$ cat src/rtl/index_decoder_strobe_pkg.sv
// Shared types and helpers for the index decoder strobe: FSM state encoding,
// HOLD legality check and a generic one-hot helper.
package decoder_pkg;

  typedef enum logic [0:0] {
    IDLE   = 1'b0,
    STROBE = 1'b1
  } state_t;

  localparam int HOLD_MIN = 1;
  localparam int HOLD_MAX = 255;

  // Widest index the generic helper below supports.
  localparam int ONEHOT_MAX_W = 6;
  localparam int ONEHOT_MAX_N = 1 << ONEHOT_MAX_W;

  function automatic bit hold_legal(input int hold);
    return (hold >= HOLD_MIN) && (hold <= HOLD_MAX);
  endfunction

  function automatic logic [ONEHOT_MAX_N-1:0] onehot(input logic [ONEHOT_MAX_W-1:0] idx);
    logic [ONEHOT_MAX_N-1:0] r;
    r      = '0;
    r[idx] = 1'b1;
    return r;
  endfunction

endpackage

$ cat src/rtl/index_decoder_strobe_bin_to_onehot.sv
// Combinational binary-to-one-hot decoder; every W-bit index maps to one line.
module bin_to_onehot #(
  parameter int W = 2
) (
  input  logic [W-1:0]        idx,
  output logic [(1<<W)-1:0]   y
);

  always_comb begin
    y      = '0;
    y[idx] = 1'b1;
  end

endmodule

$ cat src/rtl/index_decoder_strobe.sv
// Turns an accepted index into a HOLD-cycle one-hot strobe, with one pending
// slot and a last-cycle bypass so back-to-back requests leave no gap on y.
module index_decoder_strobe
  import decoder_pkg::*;
#(
  parameter int W    = 2,
  parameter int HOLD = 3
) (
  input  logic               clk,
  input  logic               rst_n,
  input  logic [W-1:0]       q,
  input  logic               v,
  output logic               ready,
  output logic [(1<<W)-1:0]  y,
  output logic               active,
  output logic               done,
  output state_t             state
);

  localparam int N  = 1 << W;
  localparam int CW = $clog2(HOLD) + 1;
  localparam logic [CW-1:0] RELOAD = CW'(HOLD - 1);

  generate
    if (!hold_legal(HOLD)) begin : g_bad_hold
      $error("index_decoder_strobe: HOLD must be within 1..255");
    end
  endgenerate

  // Handshake: a transfer happens on a rising edge where v && ready; ready
  // depends only on the pending slot, never on v, so there is no comb loop.

  state_t         state_q, state_d;
  logic [CW-1:0]  cnt_q, cnt_d;
  logic [N-1:0]   y_q, y_d;
  logic           active_q, active_d;
  logic           done_q, done_d;
  logic           pend_valid_q, pend_valid_d;
  logic [W-1:0]   pend_q, pend_d;

  logic           accept;
  logic           load;
  logic           sel_pend;
  logic           clear;
  logic [W-1:0]   dec_idx;
  logic [N-1:0]   dec_y;

  assign ready   = !pend_valid_q;
  assign accept  = v && ready;
  assign dec_idx = sel_pend ? pend_q : q;

  bin_to_onehot #(.W(W)) u_dec (
    .idx (dec_idx),
    .y   (dec_y)
  );

  always_comb begin
    state_d      = state_q;
    cnt_d        = cnt_q;
    active_d     = active_q;
    pend_valid_d = pend_valid_q;
    pend_d       = pend_q;
    load         = 1'b0;
    sel_pend     = 1'b0;
    clear        = 1'b0;

    case (state_q)
      IDLE: begin
        if (accept) begin
          load    = 1'b1;
          state_d = STROBE;
        end
      end
      STROBE: begin
        if (cnt_q != '0) begin
          cnt_d = cnt_q - 1'b1;
          if (accept) begin
            pend_valid_d = 1'b1;
            pend_d       = q;
          end
        end else if (pend_valid_q) begin
          load         = 1'b1;
          sel_pend     = 1'b1;
          pend_valid_d = 1'b0;
        end else if (accept) begin
          // Bypass: the new index follows directly without touching the slot.
          load = 1'b1;
        end else begin
          clear    = 1'b1;
          active_d = 1'b0;
          state_d  = IDLE;
        end
      end
      default: begin
        clear    = 1'b1;
        active_d = 1'b0;
        state_d  = IDLE;
      end
    endcase

    if (load) begin
      cnt_d    = RELOAD;
      active_d = 1'b1;
    end

    if (load)       y_d = dec_y;
    else if (clear) y_d = '0;
    else            y_d = y_q;

    // Registered form of "active && cnt == 0".
    done_d = active_d && (cnt_d == '0);
  end

  always_ff @(posedge clk) begin
    if (!rst_n) begin
      state_q      <= IDLE;
      cnt_q        <= '0;
      y_q          <= '0;
      active_q     <= 1'b0;
      done_q       <= 1'b0;
      pend_valid_q <= 1'b0;
      pend_q       <= '0;
    end else begin
      state_q      <= state_d;
      cnt_q        <= cnt_d;
      y_q          <= y_d;
      active_q     <= active_d;
      done_q       <= done_d;
      pend_valid_q <= pend_valid_d;
      pend_q       <= pend_d;
    end
  end

  assign y      = y_q;
  assign active = active_q;
  assign done   = done_q;
  assign state  = state_q;

endmodule

$ cat config.mk
export PLATFORM = sky130hd
export DESIGN_NAME = index_decoder_strobe
export DESIGN_NICKNAME = d
export VERILOG_FILES = /design/src/rtl/index_decoder_strobe_pkg.sv /design/src/rtl/index_decoder_strobe_bin_to_onehot.sv /design/src/rtl/index_decoder_strobe.sv
export SDC_FILE = /design/constraint.sdc
export NUM_CORES = 1
export LEC_CHECK = 0
export CORE_MARGIN = 4
export CORE_UTILIZATION = 47
export CTS_CLUSTER_DIAMETER = 60
export DETAILED_ROUTE_END_ITERATION = 16
export GPL_TIMING_DRIVEN = 0
export PLACE_DENSITY = 0.73
export SLEW_MARGIN = 0
export SYNTH_ARGS = -nofsm -noshare
export SYNTH_HDL_FRONTEND = slang
export SYNTH_SLANG_ARGS = --single-unit
export TNS_END_PERCENT = 5
$ cat constraint.sdc
create_clock -name clk -period 1.7 [get_ports clk]
set_input_delay 0.34 -clock clk [delete_from_list [all_inputs] [get_ports clk]]
set_output_delay 0.34 -clock clk [all_outputs]
set_load 0.02 [all_outputs]
* Yosys cells after proc, flatten, opt, wreduce, memory -nomap -nowiden *
Index checks and enable logic that the tools add are counted.

word-level totals
  register bits = 13
  output and inout port bits = 8
  word-level logic and storage cells = 49

operators by class
  add/subtract/negate cells = 1
  order comparisons = 2
  eq/ne operators = 1
  mux-type cells = 28
  bitwise operators = 1
  reductions and logical operators = 9

operators with widths
  kind                                                        number
  two-way mux 1 bit                                           19
  two-way mux 3 bit                                           3
  two-way mux 4 bit                                           2
  one-hot mux 1 bit (2 select lines)                          2
  logical AND 1 bit                                           3
  logical NOT 3 bit                                           1
  less-than comparator 2 x 3 -> 1 bit, second input constant  1
  AND reduction 3 bit                                         1
  nonzero test 3 bit                                          1
  subtractor 3 x 1 -> 3 bit, second input constant            1
  demux 1 bit (select 2 bit)                                  1
  >= comparator 2 x 1 -> 1 bit, second input constant         1
  two-way mux 2 bit                                           1
  inequality test 2 bit, second input constant                1
  AND reduction 2 bit                                         1
  nonzero test 2 bit                                          1
  logical NOT 1 bit                                           1
  NOT 1 bit                                                   1

* Longest topological paths before layout *
  depth after elaboration = 9
  depth in mapped cells = 6
  gate-level depth less buffers = 6

* Hierarchy *
A second synthesis with hierarchy kept.

second synthesis, totals
  cell total of the unflattened synthesis = 67
  area total of the unflattened synthesis = 635.6 µm²

by module, submodules not included
  module                instances  cells each  area an instance (µm²)  seq. area each (µm²)
  index_decoder_strobe  1          63          609.3                   260.2
  bin_to_onehot         1          4           26.3                    0.0

* Worst setup path after synthesis *
Ideal clock, no wire load.

  kind = flip-flop to flip-flop
  start point = register cnt_q[0]
  end point = register y_q[3] (netlist: y[3])
  setup time = 117 ps
  arrival time = 1286 ps
  required time = 1583 ps
  slack = 297 ps
  cell stages (with the launch flop) = 7
  clock period less this slack = 1403 ps
  cells stage by stage = dfxtp_1 -> inv_1 -> ha_1 -> nand2b_1 -> a21oi_2 -> and2_2 -> a22o_1

between the ends
  longest elaborated chain between the ends = 9
  elaborated cells on any way between the ends = 15
  classes of those cells = order compare (2); mux (10); reduce/logical (3)

ends and longest elaborated chain
  what                                                                                                       line                                      RTL
  start, declared                                                                                            index_decoder_strobe.sv:34                logic [CW-1:0] cnt_q, cnt_d;
  start signal, assigned                                                                                     index_decoder_strobe.sv:125               cnt_q <= cnt_d;
  nonzero test 3 bit (*)                                                                                     index_decoder_strobe.sv:75                if (cnt_q != '0) begin
  two-way mux 1 bit                                                                                          index_decoder_strobe.sv:75
  two-way mux 1 bit                                                                                          index_decoder_strobe.sv:67                case (state_q)
  two-way mux 2 bit                                                                                          index_decoder_strobe.sv:50                assign dec_idx = sel_pend ? pend_q : q;
  less-than comparator 2 x 3 -> 1 bit (not written as such) or >= comparator 2 x 1 -> 1 bit (tied branches)  index_decoder_strobe_bin_to_onehot.sv:11  y[idx] = 1'b1;
  logical AND 1 bit (not written as such)                                                                    index_decoder_strobe_bin_to_onehot.sv:11
  two-way mux 1 bit (not written as such)                                                                    index_decoder_strobe_bin_to_onehot.sv:11
  demux 1 bit (select 2 bit)                                                                                 -
  two-way mux 4 bit                                                                                          index_decoder_strobe.sv:106               if (load) y_d = dec_y;
  end signal, assigned                                                                                       index_decoder_strobe.sv:126               y_q <= y_d;
  end, declared                                                                                              index_decoder_strobe.sv:35                logic [N-1:0] y_q, y_d;

Every way passes the cells marked *; elsewhere a longest branch is shown, timed or not.
A chain may end at the register's enable or synchronous reset.

* Worst setup path in the final report *
  start point = register state_q (netlist: state)
  end point = output port state

RTL lines
  what                    line                         RTL
  start, declared         index_decoder_strobe.sv:33   state_t state_q, state_d;
  start signal, assigned  index_decoder_strobe.sv:124  state_q <= state_d;
  end, declared           index_decoder_strobe.sv:17   output state_t state

No word-level cell between the ends.

==> results_dict.tcl <==
set metrics [dict create \
    syn_to_final_growth_pct 24.9 \
    tns_ns 0 \
    cts_buffers 3 \
    critical-path-top-delay-family "buffers and inverters" \
    yosys.area_share.simple 0.282 \
    synth_fa_ha_area_frac 0.0366 \
    pre_cts_ws_ns -0.107 \
    stdcell_count 110 \
    nets 103 \
    ys_seq_elements 13 \
    grt_pass1_wl_um 2390 \
    r2r_slack_ns 0.13 \
    final_cell_area_um2 853 \
    p_total_uw 731 \
    synth_top_family_by_area "simple AND/OR/NAND/NOR gates" \
    grt_setup_unrepaired "false" \
    netlist-cell-type-count 28 \
    utilization 0.640 \
    final_max_slew_viol_count 0 \
    slew_headroom 0.727 \
    detail-route-antenna-nets 0 \
    ys_warn_count 0 \
    synth_nets 86 \
    fin_worst_skew_ns 0.00932 \
    finalCritPeriodShare 0.977 \
    whs_ns 0.484 \
    clk-insertion-delay-late_ns 0.28 \
    seqPwrFrac 0.470 \
    drc_errors 0 \
    hold_path.class "reg2reg" \
    synthMuxAreaShare 0.0586 \
    port-buffer-count 12 \
    hpwl_um 1070 \
    finalWorstSetupSlack_ns 0.0396 \
    crit_fanout 4 \
    avgSynthCellArea_um2 8.65 \
    n_antenna_cell 0 \
    power.switching_uw 227 \
    period_minus_slack_ns 1.66 \
    p_leak_nw 0.355 \
    start_util 0.512 \
    avgRoutedWirePerCell_um 12.7 \
    antenna_found_initial 0 \
    dr.first_iter.drc_count 15 \
    p_comb_frac 0.268 \
    synth-compound-area-share 0.200 \
    drive_above_1_share 0.147 \
    tritoncts "built" \
    finalWirelength_um 1400 \
    htree_levels 1 \
    crit_path_top_delay_cell "clkdlybuf4s50_1" \
    worst_ep_arrival_time_ns 1.32 \
    syn-cell-area_um2 683 \
    fp-row-count 13 \
    fillers 121 \
    clkPwrFrac 0.262 \
    drtPass1Iterations 4 \
    grt_max_degree 11 \
    critPathKind "reg2out" \
    dp.cells 106 \
    synthXorXnorAreaFrac 0 \
    core_mm2 0.00133 \
    slowest_delay_ns 0.63 \
    finalHoldViolCount 0 \
    path_cells "clkdlybuf4s50_1" \
    grt_overflow_total 0 \
    synth_cells 79 \
    tightest_slew_ns 0.409 \
    die-width_um 46.1 \
    floorplan.die_area_mm2 0.00213 \
    worstPathBufferInverterCount 1 \
    viasPerCell 5.31 \
    startpoint_type "flip-flop" \
    powerDensity_mw_per_mm2 857 \
    cts_buffer_depth 2 \
    vias 584 \
    cts_hold_buf 0 \
    clk_pin_slew_ns 0.08 \
    clock.fmax_mhz 602 \
    io_pins 13 \
    cp-end-kind "output port" \
    seq_area_frac_synth 0.381 \
    p_int_uw 504 \
    gp_congestion 0.814 \
    netSwitchingFraction 0.310 \
    irDropWorstVdd_mv 0.527 \
    die_h_um 46.1 \
    maxCapViolCount 0 \
    required_ns 1.36 \
    cts_root_buf "clkbuf_4" \
    grt.total_usage 0.163 \
    post_dp_cell_area_um2 822 \
    setup_viol 0 \
    status "completed" \
    cts_sinks 13 \
    grt_pass1_vias 568 \
]
==> flip-flops by register name, indices dropped and copies added (netlist names) <==
register / count
pend_q: 2
y: 4
cnt_q: 3
pend_valid_q: 1
active: 1
state: 1
done: 1
==> power groups by stage <==
stage	sequential, mW	clock (mW)	combinational, mW
after CTS	0.343	0.200	0.194
after global placement	0.349	0	0.189
after detailed placement	0.350	0	0.192
after floorplan	0.361	0	0.116
final	0.344	0.192	0.196
after global routing	0.347	0.211	0.218
==> cell usage after synthesis <==
cell type | n | area (µm²)
dfxtp_1 | 13 | 260
nor2_1 | 11 | 41.3
a22o_1 | 4 | 35.0
inv_1 | 4 | 15.0
mux2i_1 | 4 | 40.0
nand2_1 | 4 | 15.0
o21ai_1 | 4 | 20.0
a21oi_1 | 3 | 15.0
nand2b_1 | 3 | 18.8
nand3b_1 | 3 | 22.5
nor2b_1 | 3 | 18.8
a21oi_2 | 2 | 17.5
and3_1 | 2 | 12.5
buf_2 | 2 | 10.0
ha_1 | 2 | 25.0
nand3_1 | 2 | 10.0
o21a_1 | 2 | 15.0
and2_1 | 1 | 6.26
and2_2 | 1 | 7.51
inv_2 | 1 | 3.75
nand4b_2 | 1 | 15.0
nor3_1 | 1 | 5.00
nor3b_1 | 1 | 7.51
nor4_2 | 1 | 12.5
o21ai_0 | 1 | 5.00
o31a_1 | 1 | 8.76
o31ai_1 | 1 | 7.51
o31ai_2 | 1 | 12.5
==> timing repair <==
action	CTS	global route
endpoints found under the hold margin	0	0
setup buffers	0	0
endpoints found under the setup margin	1	3
gates resized for setup	1	1
==> logic make-up (layout without fill, tap and decap cells) <==
group                    Yosys count  count (layout)
AND/OR/NAND/NOR                   34              34
AO/OA/AOI/OAI                     19              19
flip-flops                        13              13
buffers and inverters              7              23
multiplexers                       4               4
adder cells (fa/ha/maj)            2               2
==> final timing paths <==
check	cells after the start	from	endpoint
max	1	state	state
min	1	y[3]	y[3]
max reg2reg	6	cnt_q[0]	y[2]
min reg2reg	1	y[3]	y[3]
==> layout make-up <==
cell class | count | area [µm²] | area share
Multi-Input combinational cell | 59 | 398 | 0.466
Sequential cell | 13 | 262 | 0.306
Timing Repair Buffer | 12 | 120 | 0.141
Clock buffer | 4 | 26.3 | 0.0308
Inverter | 5 | 18.8 | 0.0220
Tap cell | 15 | 18.8 | 0.0220
Buffer | 2 | 10.0 | 0.0117
==> per-layer routing <==
metal | part of all wire | global-route usage | wire length [µm]
met1 | 0.48 | 0.201 | 669
met2 | 0.47 | 0.245 | 651
met3 | 0.046 | 0.0742 | 65
met4 | 0.0086 | 0.0625 | 12
met5 | 0 | 0 | 0
==> placed cells by master (no fill, tap or decap), drive strengths merged <==
master,instances
o31ai,2
clkdlybuf4s50,12
clkbuf,4
a22o,4
and2,2
nand2,4
nor4,1
nor3,1
nand3b,3
o21ai,5
inv,5
nand4b,1
a21oi,5
ha,2
buf,2
and3,2
o21a,2
o31a,1
nor3b,1
nor2,11
nand3,2
mux2i,4
nand2b,3
nor2b,3
dfxtp,13
(Power assumes the default switching activity.)
